$ cat config.mk
export PLATFORM = sky130hd
export DESIGN_NAME = video_timing_ctrl
export DESIGN_NICKNAME = d
export VERILOG_FILES = /design/src/rtl/video_timing_ctrl.sv
export SDC_FILE = /design/constraint.sdc
export NUM_CORES = 1
export LEC_CHECK = 0
export BUFFER_PORTS_ARGS = -buffer_cell sky130_fd_sc_hd__clkbuf_2
export CORE_MARGIN = 2
export CORE_UTILIZATION = 30
export DETAILED_ROUTE_END_ITERATION = 7
export PLACE_DENSITY = 0.55
export RECOVER_POWER = 50
export SYNTH_ARGS = -nofsm -noshare
export SYNTH_HDL_FRONTEND = slang
export SYNTH_SLANG_ARGS = --single-unit
$ cat constraint.sdc
create_clock -name pixel_clock -period 4.7 [get_ports pixel_clock]
set_input_delay 0.94 -clock pixel_clock [delete_from_list [all_inputs] [get_ports pixel_clock]]
set_output_delay 0.94 -clock pixel_clock [all_outputs]
set_load 0.005 [all_outputs]
$ cat src/rtl/video_timing_ctrl.sv
`default_nettype none
// ============================================================================
// Module   : video_timing_ctrl
// Purpose  : Raster timing sequencer. Issues pixel fetch strobes/coordinates
//            PIX_LEAD cycles ahead of the matching blank/h_synch/v_synch.
//            Build macro SCANDOUBLE_EN repeats each source row on two lines.
// Revision : 1.0
// ============================================================================
module video_timing_ctrl #(
  parameter int H_ACTIVE = 640,
  parameter int H_FP     = 16,
  parameter int H_SYNC   = 96,
  parameter int H_BP     = 48,
  parameter int V_ACTIVE = 480,
  parameter int V_FP     = 10,
  parameter int V_SYNC   = 2,
  parameter int V_BP     = 33,
  parameter int HS_POL   = 0,
  parameter int VS_POL   = 0,
  parameter int PIX_LEAD = 2
) (
  input  logic        pixel_clock,
  input  logic        reset,
  input  logic        run,
  output logic        pix_req,
  output logic [10:0] pix_x,
  output logic [10:0] pix_y,
  output logic        line_start,
  output logic        frame_start,
  output logic        line_repeat,
  output logic        h_synch,
  output logic        v_synch,
  output logic        blank
);

  localparam logic [10:0] c_h_active = 11'(H_ACTIVE);
  localparam logic [10:0] c_h_last   = 11'(H_ACTIVE + H_FP + H_SYNC + H_BP - 1);
  localparam logic [10:0] c_hs_start = 11'(H_ACTIVE + H_FP);
  localparam logic [10:0] c_hs_end   = 11'(H_ACTIVE + H_FP + H_SYNC);
  localparam logic [10:0] c_v_active = 11'(V_ACTIVE);
  localparam logic [10:0] c_v_last   = 11'(V_ACTIVE + V_FP + V_SYNC + V_BP - 1);
  localparam logic [10:0] c_vs_start = 11'(V_ACTIVE + V_FP);
  localparam logic [10:0] c_vs_end   = 11'(V_ACTIVE + V_FP + V_SYNC);
  localparam logic        c_hs_off   = (HS_POL == 0);
  localparam logic        c_vs_off   = (VS_POL == 0);

  typedef enum logic [0:0] {
    ST_IDLE   = 1'b0,
    ST_ACTIVE = 1'b1
  } state_t;

  state_t            r_state;
  logic [10:0]       r_hcount;
  logic [10:0]       r_vcount;
  logic [PIX_LEAD:0] r_blank_pipe;
  logic [PIX_LEAD:0] r_hs_pipe;
  logic [PIX_LEAD:0] r_vs_pipe;

  logic        w_advance;
  logic        w_h_wrap;
  logic        w_v_wrap;
  logic        w_visible;
  logic        w_hs_raw;
  logic        w_vs_raw;
  logic [10:0] w_fetch_y;
  logic        w_repeat;

  assign w_advance = (r_state == ST_ACTIVE) && run;
  assign w_h_wrap  = (r_hcount == c_h_last);
  assign w_v_wrap  = (r_vcount == c_v_last);
  assign w_visible = (r_hcount < c_h_active) && (r_vcount < c_v_active);
  assign w_hs_raw  = (r_hcount >= c_hs_start) && (r_hcount < c_hs_end);
  assign w_vs_raw  = (r_vcount >= c_vs_start) && (r_vcount < c_vs_end);

`ifdef SCANDOUBLE_EN
  assign w_fetch_y = {1'b0, r_vcount[10:1]};
  assign w_repeat  = r_vcount[0];
`else
  assign w_fetch_y = r_vcount;
  assign w_repeat  = 1'b0;
`endif

  // Idle and reset share one path: counters at origin, fetch quiet, display
  // pipeline refilled with blank/inactive-sync so no stale pixel is shown.
  always_ff @(posedge pixel_clock) begin
    if (reset || !w_advance) begin
      r_state      <= (!reset && run) ? ST_ACTIVE : ST_IDLE;
      r_hcount     <= '0;
      r_vcount     <= '0;
      pix_req      <= 1'b0;
      pix_x        <= '0;
      pix_y        <= '0;
      line_start   <= 1'b0;
      frame_start  <= 1'b0;
      line_repeat  <= 1'b0;
      r_blank_pipe <= '1;
      r_hs_pipe    <= {(PIX_LEAD + 1){c_hs_off}};
      r_vs_pipe    <= {(PIX_LEAD + 1){c_vs_off}};
    end else begin
      r_state  <= ST_ACTIVE;
      r_hcount <= w_h_wrap ? 11'd0 : r_hcount + 11'd1;
      if (w_h_wrap) begin
        r_vcount <= w_v_wrap ? 11'd0 : r_vcount + 11'd1;
      end
      pix_req <= w_visible;
      if (w_visible) begin
        pix_x <= r_hcount;
        pix_y <= w_fetch_y;
      end
      line_start   <= (r_hcount == 11'd0);
      frame_start  <= (r_hcount == 11'd0) && (r_vcount == 11'd0);
      line_repeat  <= w_repeat;
      r_blank_pipe <= {r_blank_pipe[PIX_LEAD-1:0], ~w_visible};
      r_hs_pipe    <= {r_hs_pipe[PIX_LEAD-1:0], w_hs_raw ^ c_hs_off};
      r_vs_pipe    <= {r_vs_pipe[PIX_LEAD-1:0], w_vs_raw ^ c_vs_off};
    end
  end

  assign blank   = r_blank_pipe[PIX_LEAD];
  assign h_synch = r_hs_pipe[PIX_LEAD];
  assign v_synch = r_vs_pipe[PIX_LEAD];

endmodule
`default_nettype wire

# --- After elaboration in Yosys (flattened, before gate mapping) ---
# Cells that the tools add are included.
op_classes:
  n_addsub: 2
  n_mul: 0
  div: 0
  order_cmp: 6
  eq_ne: 2
  shifts: 0
  n_mux: 2
  bitwise: 3
  reduce_logical: 12
op_table:
  columns: ["cell", "n"]
  rows:
  - ["11-bit by 1-bit adder with 11-bit output (second input constant)", 2]
  - ["11-bit by 10-bit equality test with 1-bit output (second input constant)", 2]
  - ["11-bit zero test", 2]
  - ["11-bit by 10-bit < comparator with 1-bit output (second input constant)", 2]
  - ["11-bit by 9-bit < comparator with 1-bit output (second input constant)", 2]
  - ["11-bit by 10-bit greater-or-equal comparator with 1-bit output (second input constant)", 1]
  - ["11-bit by 9-bit greater-or-equal comparator with 1-bit output (second input constant)", 1]
  - ["11-bit 2-to-1 mux", 1]
  - ["1-bit logical AND", 6]
  - ["1-bit inverter", 3]
  - ["1-bit zero test", 2]
  - ["2-bit OR reduction", 1]
  - ["1-bit logical OR", 1]
  - ["1-bit 2-to-1 mux", 1]
word_totals:
  regBits: 57
  latch_bits: 0
  ram_bits: 0
  mem_bits_ro: 0
  inputBits: 3
  out_inout_bits: 29
  wordCells: 38
  mem_count: 0

# --- Logic depth before layout (Yosys ltp) ---
# Gate-level depths: netlist of the first run.
depth:
  ltp_word: 4
  ltp_mapped: 7
  mapped_depth_nobuf: 6

# --- Worst setup path after synthesis of the first run ---
# OpenSTA, ideal clock, no wires.
synth_path:
  path_kind: "reg2reg"
  start: "reg r_hcount[0]"
  end: "reg r_vcount[8]"
  setup_ns: 0.070
  t_arrival_ns: 2.064
  required_ns: 4.630
  path_slack_ns: 2.566
  path_stages_with_launch: 7
  path_buffers: 1
  synth_period_minus_slack_ns: 2.134
  cell_sequence: "dfxtp_1 -> ha_1 -> nand3_1 -> or4_4 -> buf_6 -> or4_1 -> a21oi_1"
synth_via:
  elab_chain_cells: 1
synth_lines:
  columns: ["element", "line_no", "source"]
  rows:
  - ["start, declared", "53", "logic [10:0] r_hcount;"]
  - ["start signal, assigned", "101", "r_hcount <= w_h_wrap ? 11'd0 : r_hcount + 11'd1;"]
  - ["11-bit by 10-bit equality test with 1-bit output", "69", "assign w_h_wrap = (r_hcount == c_h_last);"]
  - ["end signal, assigned", "103", "r_vcount <= w_v_wrap ? 11'd0 : r_vcount + 11'd1;"]
  - ["end, declared", "54", "logic [10:0] r_vcount;"]
# No other way between the ends.
# A chain may end at the register's enable or synchronous reset.

# --- Final worst setup path of the first run ---
# Ends and elaborated chain as after synthesis.

==> qor.yml, run 1 <==
floorplan:
  die_area_um2: 7820
  core.rowCount: 30
  dieHeight_um: 88.4
  core-area_um2: 6830
  start_util: 0.313
  boundaryPins: 32
  die_w_um: 88.4
sta:
  final_max_slew_viol_count: 0
  worst_pin_slew_ns: 1.12
  fmax_ghz: 0.382
  relSlewSlack: 0.254
  report.final.hold_viol_count: 0
  grt_setup_unrepaired: "no"
  finalSetupViolCount: 0
  fin_tns_setup_ns: 0
  timing.final.ws_setup_ns: 2.08
  period_needed_ns: 2.62
  holdWs_ns: 0.412
  fin_crit_sh: 0.557
  skew_ns: 0.00506
layout:
  drive_above_1_share: 0.163
  syn_to_final_growth_pct: 18.5
  finalNetCount: 254
  final_common_cell: "dfxtp_1"
  n_antenna_cell: 0
  layout_common_cells: "dfxtp_1, a22o_1, clkbuf_2"
setup_path:
  worst_path_most_repeated_cell: "or4_1"
  path_class: "register to register"
  reg2reg_from: "r_hcount[0]$_SDFF_PP0_"
  worst_setup_path_end_kind: "register"
  r2r_cells: 5
  crit_family: "simple AND/OR/NAND/NOR gates"
  reg2reg_to: "r_vcount[8]$_SDFFE_PP0N_"
  critPathMaxStageDelay_ns: 0.88
  crit_buf_inv: 0
  worst_setup_path_start_kind: "register"
  worst-path-max-fanout: 20
  worstPathRequired_ns: 4.96
  cp.arrival_ns: 2.87
  reg2reg_slack_ns: 2.08
  crit_chain: "ha_1 -> nand3_1 -> or4_1 -> or4_1 -> a21oi_1"
  cpMaxStageDelayCell: "or4_1"
detailed_routing:
  viasPerCell: 4.73
  vias: 1642
  wl_per_cell_um: 12.9
  wl_um: 4480
  drt_iter0_drc: 101
  drc: 0
  ant_nets: 0
  first_pass_iters: 4
global_routing:
  grt_pass1_vias: 1506
  grt_pass1_wl_um: 7260
  antenna_found_initial: 0
  grt_max_degree: 22
  track_usage: 0.125
  overflow: 0
place:
  io_buffers: 30
  hpwl_um: 2990
  pre_cts_ws_ns: 2.01
  gp_congestion: 0.794
clock_network:
  clk_transition_reported_paths_ns: 0.06
  htreeDepth: 3
  cts_hold_buf: 0
  cts_buffers: 9
  cts_tree: "built"
  worstSkewPairLatency_ns: 0.33
  root_buffer: "clkbuf_8"
  postCtsSetupBuffers: 0
  clock-sinks: 57
  cts_resized: 0
  clockBufferDepth: 2
pwr:
  pwr_density_cell_nw_per_um2: 372
  p_leak_nw: 0.890
  ir_drop_v: 0.000109
yosys:
  synth_area_leader_cell: "dfxtp_1"
  netlist_area_um2: 2140
  synth_area_leaders: "dfxtp_1, a22o_1, nor2_1"
  syn_area_per_cell_um2: 9.85
  syn-instance-count: 217
  synth_top_area_frac: 0.534
  synth.distinct_cells: 34
  yosysWarnings: 0
  synth-seq-cells: 57
  syn-num-nets: 224
  synth_seq_area_share: 0.534
status:
  status: "finished clean"
flow_run:
  cap_violations: 0
min_path:
  min_path_cells: 1
  hold_path_class: "register to register"
  hold_path_end: "r_hs_pipe[2]$_SDFF_PP1_"
  min_from: "r_hs_pipe[1]$_SDFF_PP1_"
==> worst max path at each step <==
stage | start | to | slack, ns | cells past startpoint
2_1_floorplan | r_hcount[0]$_SDFF_PP0_ | r_vcount[8]$_SDFFE_PP0N_ | 2.57 | 6
3_3_place_gp | reset | pix_y[3]$_SDFFE_PP0P_ | 2.10 | 5
3_5_place_dp | reset | pix_y[7]$_SDFFE_PP0P_ | 2.01 | 5
4_1_cts | r_hcount[0]$_SDFF_PP0_ | r_vcount[8]$_SDFFE_PP0N_ | 2.28 | 5
5_1_grt | r_hcount[0]$_SDFF_PP0_ | r_vcount[5]$_SDFFE_PP0N_ | 1.96 | 5
6_report | r_hcount[0]$_SDFF_PP0_ | r_vcount[8]$_SDFFE_PP0N_ | 2.08 | 5
==> cells in the mapped netlist, drive strengths merged <==
cell type,instances
a21oi,10
a22o,19
and2,6
and3,4
and4,2
buf,4
clkbuf,8
conb,1
dfxtp,57
ha,4
inv,7
nand2,10
nand2b,1
nand3,5
nand3b,2
nand4,9
nor2,16
nor2b,3
nor3,5
nor4,3
o21ai,7
o31ai,3
o41ai,1
or2,6
or3,7
or4,7
xnor2,5
xor2,5
==> metrics by stage <==
step / instance area (um2) / power, W / util / instances
2_1_floorplan: 2140 / 0.000501 / - / 217
3_3_place_gp: 2360 / 0.000504 / 0.345 / 332
3_5_place_dp: 2360 / 0.000504 / 0.345 / 332
4_1_cts: 2550 / 0.000954 / 0.374 / 347
5_1_grt: 2530 / 0.000978 / 0.371 / 347
6_report: 2530 / 0.000943 / 0.371 / 347
==> logic make-up after synthesis <==
logic type	share of synthesized area
other cells	0.00175
fa+ha+maj	0.0234
flops	0.534
buf+inv	0.0392
compound gates	0.134
xor+xnor	0.0410
simple gates	0.227
==> flip-flops by register name, summed over array words and instances, names as in the netlist <==
register      count
pix_x            11
line_start        1
frame_start       1
r_hs_pipe         3
pix_y            11
r_blank_pipe      3
r_state           1
pix_req           1
r_vcount         11
r_hcount         11
r_vs_pipe         3
==> where the power goes <==
| part | internal (W) | switching (W) | total (W) |
|---|---|---|---|
| sequential | 0.000485 | 0.000000923 | 0.000486 |
| combinational | 0.00000229 | 0.00000537 | 0.00000766 |
| clock | 0.000269 | 0.000181 | 0.000449 |
==> area by class of cell <==
cell class	count	area, um2
well taps	96	120
clock buffers	12	155
repair buffers	31	143
clock inverters	3	40.0
flip-flops and latches	57	1140
fillers	712	4300
inverters	7	26.3
multi-input cells	141	910
==> layer usage <==
metal  global-route usage  vias to the layer above  routed length [um]
li1                     -                      833                   -
met1                0.171                      767                2260
met2                0.167                       33                1900
met3               0.0457                        9                 220
met4               0.0730                        0                  95
met5                    0                        -                   0
Power figures use the tool's default switching activity.
==> run 2, diff against run 1 <==
--- a/config.mk
+++ b/config.mk
@@ -5,6 +5,7 @@
 export SDC_FILE = /design/constraint.sdc
 export NUM_CORES = 1
 export LEC_CHECK = 0
+export ABC_AREA = 1
 export BUFFER_PORTS_ARGS = -buffer_cell sky130_fd_sc_hd__clkbuf_2
 export CORE_MARGIN = 2
 export CORE_UTILIZATION = 30
==> constraint.sdc (replaced) <==
create_clock -name pixel_clock -period 2.6 [get_ports pixel_clock]
set_input_delay 0.52 -clock pixel_clock [delete_from_list [all_inputs] [get_ports pixel_clock]]
set_output_delay 0.52 -clock pixel_clock [all_outputs]
set_load 0.005 [all_outputs]
==> qor.yml, run 2 <==
sta:
  period_needed_ns: 1.86  # was 2.62 ns
  skew_ns: 0.0107  # was 0.00506 ns
  fmax_ghz: 0.538  # was 0.382 GHz
  finalSetupViolCount: 0  # unchanged
  fin_tns_setup_ns: 0  # unchanged
  grt_setup_unrepaired: "no"  # unchanged
  worst_pin_slew_ns: 0.776  # was 1.12 ns
  final_max_slew_viol_count: 0  # unchanged
  holdWs_ns: 0.349  # was 0.412 ns
  fin_crit_sh: 0.715  # was 0.557
  report.final.hold_viol_count: 0  # unchanged
  relSlewSlack: 0.482  # was 0.254
yosys:
  synth.most_common_cell: "nand2_1"  # was dfxtp_1
  syn-instance-count: 329  # was 217
  synth.distinct_cells: 35  # was 34
  synth_top_area_frac: 0.446  # was 0.534
  syn_area_per_cell_um2: 7.77  # was 9.85 um2
  synth-seq-cells: 57  # unchanged
  syn-num-nets: 336  # was 224
  synth_seq_area_share: 0.446  # was 0.534
  synth_edf_count: 0  # unchanged
  netlist_area_um2: 2560  # was 2140 um2
  synth_area_leader_cell: "dfxtp_1"  # unchanged
  ys.flop_type: "dfxtp_1"  # unchanged
  async_reset_ff_frac: 0  # unchanged
  synth_area_leaders: "dfxtp_1, nand2_1, nand4_1"  # was dfxtp_1, a22o_1, nor2_1
  synth_top_cells_by_count: "nand2_1, dfxtp_1, nor2_1, nand3_1"  # was dfxtp_1, a22o_1, nor2_1, a21oi_1, nand2_1
  yosysWarnings: 0  # unchanged
pwr:
  ir_drop_v: 0.000284  # was 0.000109 V
  p_sw_w: 0.000368  # was 0.000187 W
  p_seq_frac: 0.512  # was 0.515
  p_leak_nw: 1.15  # was 0.890 nW
  clkPwrFrac: 0.477  # about the same
  intPower_w: 0.00135  # was 0.000756 W
  switching_share: 0.215  # was 0.198
  comb_power_share: 0.011  # was 0.008
  pwr_density_cell_nw_per_um2: 581  # was 372 nW/um2
setup_path:
  worst_setup_path_start_kind: "register"  # unchanged
  reg2reg_slack_ns: 0.74  # was 2.08 ns
  path_class: "register to register"  # unchanged
  reg2reg_from: "r_hcount[7]$_SDFF_PP0_"  # was r_hcount[0]$_SDFF_PP0_
  worst_setup_path_end_kind: "register"  # unchanged
  worstPathRequired_ns: 2.87  # was 4.96 ns
  cp.arrival_ns: 2.13  # was 2.87 ns
  reg2reg_to: "pix_y[9]$_SDFFE_PP0P_"  # was r_vcount[8]$_SDFFE_PP0N_
  worst-path-max-fanout: 21  # was 20
  r2r_cells: 7  # was 5
clock_network:
  cts_resized: 0  # unchanged
  cts_hold_buf: 0  # unchanged
  root_buffer: "clkbuf_8"  # unchanged
  postCtsSetupBuffers: 0  # unchanged
  clock-sinks: 57  # unchanged
  clk_transition_reported_paths_ns: 0.07  # was 0.06 ns
  cts_buffers: 9  # unchanged
  cts_tree: "built"  # unchanged
  worstSkewPairLatency_ns: 0.34  # was 0.33 ns
  htreeDepth: 3  # unchanged
  clockBufferDepth: 2  # unchanged
floorplan:
  dieHeight_um: 96.3  # was 88.4 um
  start_util: 0.310  # was 0.313
  boundaryPins: 32  # unchanged
  die_area_um2: 9280  # was 7820 um2
  die_w_um: 96.3  # was 88.4 um
  core.rowCount: 33  # was 30
  core-area_um2: 8260  # was 6830 um2
min_path:
  min_path_cells: 2  # was 1
  hold_path_end: "r_state$_SDFF_PN1_"  # was r_hs_pipe[2]$_SDFF_PP1_
  min_from: "reset"  # was r_hs_pipe[1]$_SDFF_PP1_
  hold_path_class: "input pin to register"  # was register to register
place:
  gp_congestion: 0.817  # was 0.794
  hpwl_um: 4140  # was 2990 um
  io_buffers: 30  # unchanged
layout:
  n_fill_cell: 897  # was 712
  syn_to_final_growth_pct: 15.3  # was 18.5%
  layout_common_cells: "nand2_1, dfxtp_1, nor2_1"  # was dfxtp_1, a22o_1, clkbuf_2
  n_antenna_cell: 0  # unchanged
  drive_above_1_share: 0.156  # was 0.163
  finalNetCount: 368  # was 254
  final_core_util: 0.357  # was 0.371
  final_common_cell: "nand2_1"  # was dfxtp_1
detailed_routing:
  drc: 0  # unchanged
  viasPerCell: 4.63  # was 4.73
  vias: 2180  # was 1642
  wl_um: 5740  # was 4480 um
  ant_nets: 0  # unchanged
  drt_iter0_drc: 116  # was 101
  first_pass_iters: 4  # unchanged
  wl_per_cell_um: 12.2  # was 12.9 um
flow_run:
  cap_violations: 0  # unchanged
status:
  status: "finished clean"  # unchanged
global_routing:
  grt_pass1_vias: 1912  # was 1506
  track_usage: 0.130  # was 0.125
  grt_max_degree: 26  # was 22
  grt_pass1_wl_um: 9180  # was 7260 um
  overflow: 0  # unchanged
  antenna_found_initial: 0  # unchanged
==> run 2: cell count changes in the layout (fill, tap and decap cells not counted), sizes merged, moves of 7 or more <==
| cell | previous run | this run |
|---|---|---|
| nand3 | 5 | 34 |
| inv | 7 | 34 |
| nor2 | 16 | 43 |
| nand4 | 9 | 28 |
| or4 | 7 | 0 |
| a22o | 19 | 0 |
| nand2 | 10 | 76 |
| or3 | 7 | 0 |
==> run 2: logic make-up after synthesis <==
family / after synthesis / synth area share
adder cells (fa/ha/maj): 4 / 0.0196
buffers and inverters: 50 / 0.0881
AO/OA/AOI/OAI: 15 / 0.0347
other: 1 / 0.00147
XOR/XNOR: 2 / 0.00685
AND/OR/NAND/NOR: 200 / 0.403
flip-flops: 57 / 0.446
==> run 2: area by class of cell <==
class / count / area (um2) / area share
Clock buffer: 11 / 141 / 0.0480
Clock inverter: 5 / 55.1 / 0.0187
Inverter: 37 / 141 / 0.0480
Multi-Input combinational cell: 222 / 1190 / 0.404
Sequential cell: 57 / 1140 / 0.387
Tap cell: 105 / 131 / 0.0446
Timing Repair Buffer: 34 / 146 / 0.0497
==> run 2: worst max path at each step <==
stage	slack, ns	to	cells past startpoint	start
after floorplan	1.26	r_hcount[8]$_SDFF_PP0_	8	r_hcount[0]$_SDFF_PP0_
after global placement	0.81	r_blank_pipe[0]$_SDFF_PP1_	7	r_vcount[10]$_SDFFE_PP0N_
after detailed placement	0.74	r_blank_pipe[0]$_SDFF_PP1_	7	r_vcount[9]$_SDFFE_PP0N_
after CTS	0.74	r_blank_pipe[0]$_SDFF_PP1_	7	r_vcount[9]$_SDFFE_PP0N_
after global routing	0.52	r_blank_pipe[0]$_SDFF_PP1_	7	r_vcount[10]$_SDFFE_PP0N_
final	0.74	pix_y[9]$_SDFFE_PP0P_	7	r_hcount[7]$_SDFF_PP0_
==> run 2: stage by stage <==
stage	instance area [um2]	std cells	total power, W	setup WS [ns]
after CTS	2980	471	0.00174	0.740
after global placement	2790	455	0.000916	0.807
after global routing	2950	471	0.00177	0.522
after detailed placement	2790	455	0.000916	0.743
after floorplan	2560	329	0.000911	1.26
final	2950	471	0.00171	0.741
==> run 2: critical path, cell delays in order (launching register included) <==
cell,delay (ns)
dfxtp_1,0.44
inv_2,0.11
a21oi_2,0.15
nor3_2,0.04
buf_4,0.20
nand2_1,0.54
nand2_1,0.18
nor2_1,0.13
==> run 2: power by group through the flow <==
stage | Clock [W] | Sequential [W] | Combinational [W]
after detailed placement | 0 | 0.000897 | 0.0000195
after global routing | 0.000873 | 0.000877 | 0.0000215
final | 0.000818 | 0.000877 | 0.0000188
after CTS | 0.000840 | 0.000877 | 0.0000195
after floorplan | 0 | 0.000897 | 0.0000146
after global placement | 0 | 0.000897 | 0.0000192
==> run 2: routing by layer <==
metal,global-route usage,up-vias,part of all wire
li1,-,1141,-
met1,0.171,988,0.49
met2,0.201,40,0.45
met3,0.0384,11,0.041
met4,0.0505,0,0.018
met5,0,-,0
==> run 3, diff against run 2 <==
--- a/config.mk
+++ b/config.mk
@@ -10,7 +10,7 @@
 export CORE_MARGIN = 2
 export CORE_UTILIZATION = 30
 export DETAILED_ROUTE_END_ITERATION = 7
-export PLACE_DENSITY = 0.55
+export PLACE_DENSITY = 0.56
 export RECOVER_POWER = 50
 export SYNTH_ARGS = -nofsm -noshare
 export SYNTH_HDL_FRONTEND = slang
==> constraint.sdc (replaced) <==
create_clock -name pixel_clock -period 1.7 [get_ports pixel_clock]
set_input_delay 0.34 -clock pixel_clock [delete_from_list [all_inputs] [get_ports pixel_clock]]
set_output_delay 0.34 -clock pixel_clock [all_outputs]
set_load 0.005 [all_outputs]
==> qor.yml, run 3 (synthesized netlist as in run 2, its figures left out) <==
global_routing:
  grt_pass1_vias: 1953  # was 1912
  antenna_found_initial: 0  # unchanged
  grt_max_degree: 21  # was 26
  track_usage: 0.131  # was 0.130
  overflow: 0  # unchanged
  grt_pass1_wl_um: 9170  # was 9180 um
clock_network:
  root_buffer: "clkbuf_8"  # unchanged
  worstSkewPairLatency_ns: 0.34  # about the same
  cts_tree: "built"  # unchanged
  cts_buffers: 9  # unchanged
  cts_resized: 0  # unchanged
  clock-sinks: 57  # unchanged
  clk_transition_reported_paths_ns: 0.07  # about the same
  cts_hold_buf: 0  # unchanged
  htreeDepth: 3  # unchanged
  postCtsSetupBuffers: 0  # unchanged
  clockBufferDepth: 2  # unchanged
layout:
  finalNetCount: 375  # was 368
  final_core_util: 0.360  # was 0.357
  finalNonFillerCells: 477  # was 471
  n_antenna_cell: 0  # unchanged
  syn_to_final_growth_pct: 16.3  # was 15.3%
  final_common_cell: "nand2_1"  # unchanged
  drive_above_1_share: 0.169  # was 0.156
  n_fill_cell: 894  # was 897
  layout_common_cells: "nand2_1, dfxtp_1, nor2_1"  # unchanged
detailed_routing:
  vias: 2200  # was 2180
  viasPerCell: 4.61  # was 4.63
  drc: 0  # unchanged
  ant_nets: 0  # unchanged
  drt_iter0_drc: 90  # was 116
  wl_um: 5590  # was 5740 um
  first_pass_iters: 6  # was 4
  wl_per_cell_um: 11.7  # was 12.2 um
sta:
  final_max_slew_viol_count: 0  # unchanged
  fin_crit_sh: 0.906  # was 0.715
  relSlewSlack: 0.626  # was 0.482
  skew_ns: 0.00861  # was 0.0107 ns
  grt_setup_unrepaired: "no"  # unchanged
  finalSetupViolCount: 0  # unchanged
  report.final.hold_viol_count: 0  # unchanged
  period_needed_ns: 1.54  # was 1.86 ns
  fin_tns_setup_ns: 0  # unchanged
  worst_pin_slew_ns: 0.560  # was 0.776 ns
  fmax_ghz: 0.649  # was 0.538 GHz
pwr:
  switching_share: 0.216  # was 0.215
  pwr_density_cell_nw_per_um2: 860  # was 581 nW/um2
  p_leak_nw: 1.17  # was 1.15 nW
  comb_power_share: 0.011  # about the same
  intPower_w: 0.00201  # was 0.00135 W
  p_sw_w: 0.000553  # was 0.000368 W
  report.power.total_w: 0.00256  # was 0.00171 W
  ir_drop_v: 0.000316  # was 0.000284 V
  p_seq_frac: 0.524  # was 0.512
  clkPwrFrac: 0.464  # was 0.477
floorplan:
  start_util: 0.310  # unchanged
  die_area_um2: 9280  # unchanged
  core.rowCount: 33  # unchanged
  die_w_um: 96.3  # unchanged
  boundaryPins: 32  # unchanged
  dieHeight_um: 96.3  # unchanged
  core-area_um2: 8260  # unchanged
setup_path:
  path_class: "register to register"  # unchanged
  cpMaxStageDelayCell: "dfxtp_1"  # was nand2_1
  crit_chain: "ha_1 -> nand2_2 -> nor2_8 -> nand2_8 -> nand2_4 -> nand2_1 -> clkinv_1 -> nor2_1"  # was inv_2 -> a21oi_2 -> nor3_2 -> buf_4 -> nand2_1 -> nand2_1 -> nor2_1
  timing.critical_path.from: "r_hcount[0]$_SDFF_PP0_"  # was r_hcount[7]$_SDFF_PP0_
  worst_setup_path_start_kind: "register"  # unchanged
  worst_setup_path_end_kind: "register"  # unchanged
  worstPathRequired_ns: 1.92  # was 2.87 ns
  critPathMaxStageDelay_ns: 0.39  # was 0.54 ns
  reg2reg_from: "r_hcount[0]$_SDFF_PP0_"  # was r_hcount[7]$_SDFF_PP0_
  cp.arrival_ns: 1.76  # was 2.13 ns
  worst-path-max-fanout: 13  # was 21
place:
  place_inst: 462  # was 455
  hpwl_um: 4080  # was 4140 um
  io_buffers: 30  # unchanged
  gp_congestion: 0.899  # was 0.817
min_path:
  hold_path_class: "input pin to register"  # unchanged
  min_from: "reset"  # unchanged
flow_run:
  cap_violations: 0  # unchanged
status:
  status: "finished clean"  # unchanged
## run 3: cell count changes in the layout (fill, tap and decap cells not counted)
cell | before | now
buf_2 | 0 | 1
buf_4 | 3 | 7
clkbuf_1 | 26 | 25
clkbuf_2 | 6 | 8
clkbuf_8 | 10 | 9
clkinv_2 | 2 | 3
nor3_1 | 6 | 7
nor3_2 | 2 | 1
## run 3: cell type report
| class | instances | area [um2] | area share |
|---|---|---|---|
| Tap cell | 105 | 131 | 0.0442 |
| Sequential cell | 57 | 1140 | 0.384 |
| Clock inverter | 6 | 60.1 | 0.0202 |
| Timing Repair Buffer | 41 | 191 | 0.0643 |
| Clock buffer | 9 | 124 | 0.0416 |
| Multi-Input combinational cell | 222 | 1190 | 0.399 |
| Inverter | 37 | 141 | 0.0475 |
## run 3: routing by layer
metal / GRT usage / share of wire / wire [um]
met5: 0 / 0 / 0
met2: 0.202 / 0.44 / 2470
met3: 0.0399 / 0.045 / 252
met4: 0.0634 / 0.020 / 109
met1: 0.166 / 0.49 / 2750
## run 3: path summary, 6_finish.rpt
kind | to | slack (ns) | depth (start not counted)
worst max-delay path | r_vcount[0]$_SDFFE_PP0N_ | 0.16 | 8
worst min-delay path | r_state$_SDFF_PN1_ | 0.16 | 2
worst max register to register | r_vcount[0]$_SDFFE_PP0N_ | 0.16 | 8
worst min register to register | r_blank_pipe[2]$_SDFF_PP1_ | 0.41 | 1
## run 3: power groups by stage
stage	sequential, W	clock (W)	combinational [W]
2_1_floorplan	0.00137	0	0.0000224
3_3_place_gp	0.00137	0	0.0000307
3_5_place_dp	0.00137	0	0.0000309
4_1_cts	0.00134	0.00124	0.0000311
5_1_grt	0.00134	0.00128	0.0000333
6_report	0.00134	0.00119	0.0000293
## run 3: per-stage QoR
step	hold slack, ns	cell area, um2	worst slack, ns
3_3_place_gp	0.393	2840	0.208
5_1_grt	0.158	2980	0.00108
6_report	0.163	2980	0.159
2_1_floorplan	0.393	2560	0.355
4_1_cts	0.144	3020	0.140
3_5_place_dp	0.398	2840	0.174
## run 3: critical path, delay by kind of cell, from the launching register on
kind / cells / cell delay (ns)
adder cells (fa/ha/maj): 1 / 0.21
buffers and inverters: 1 / 0.08
AND/OR/NAND/NOR: 6 / 0.74
flip-flops: 1 / 0.39
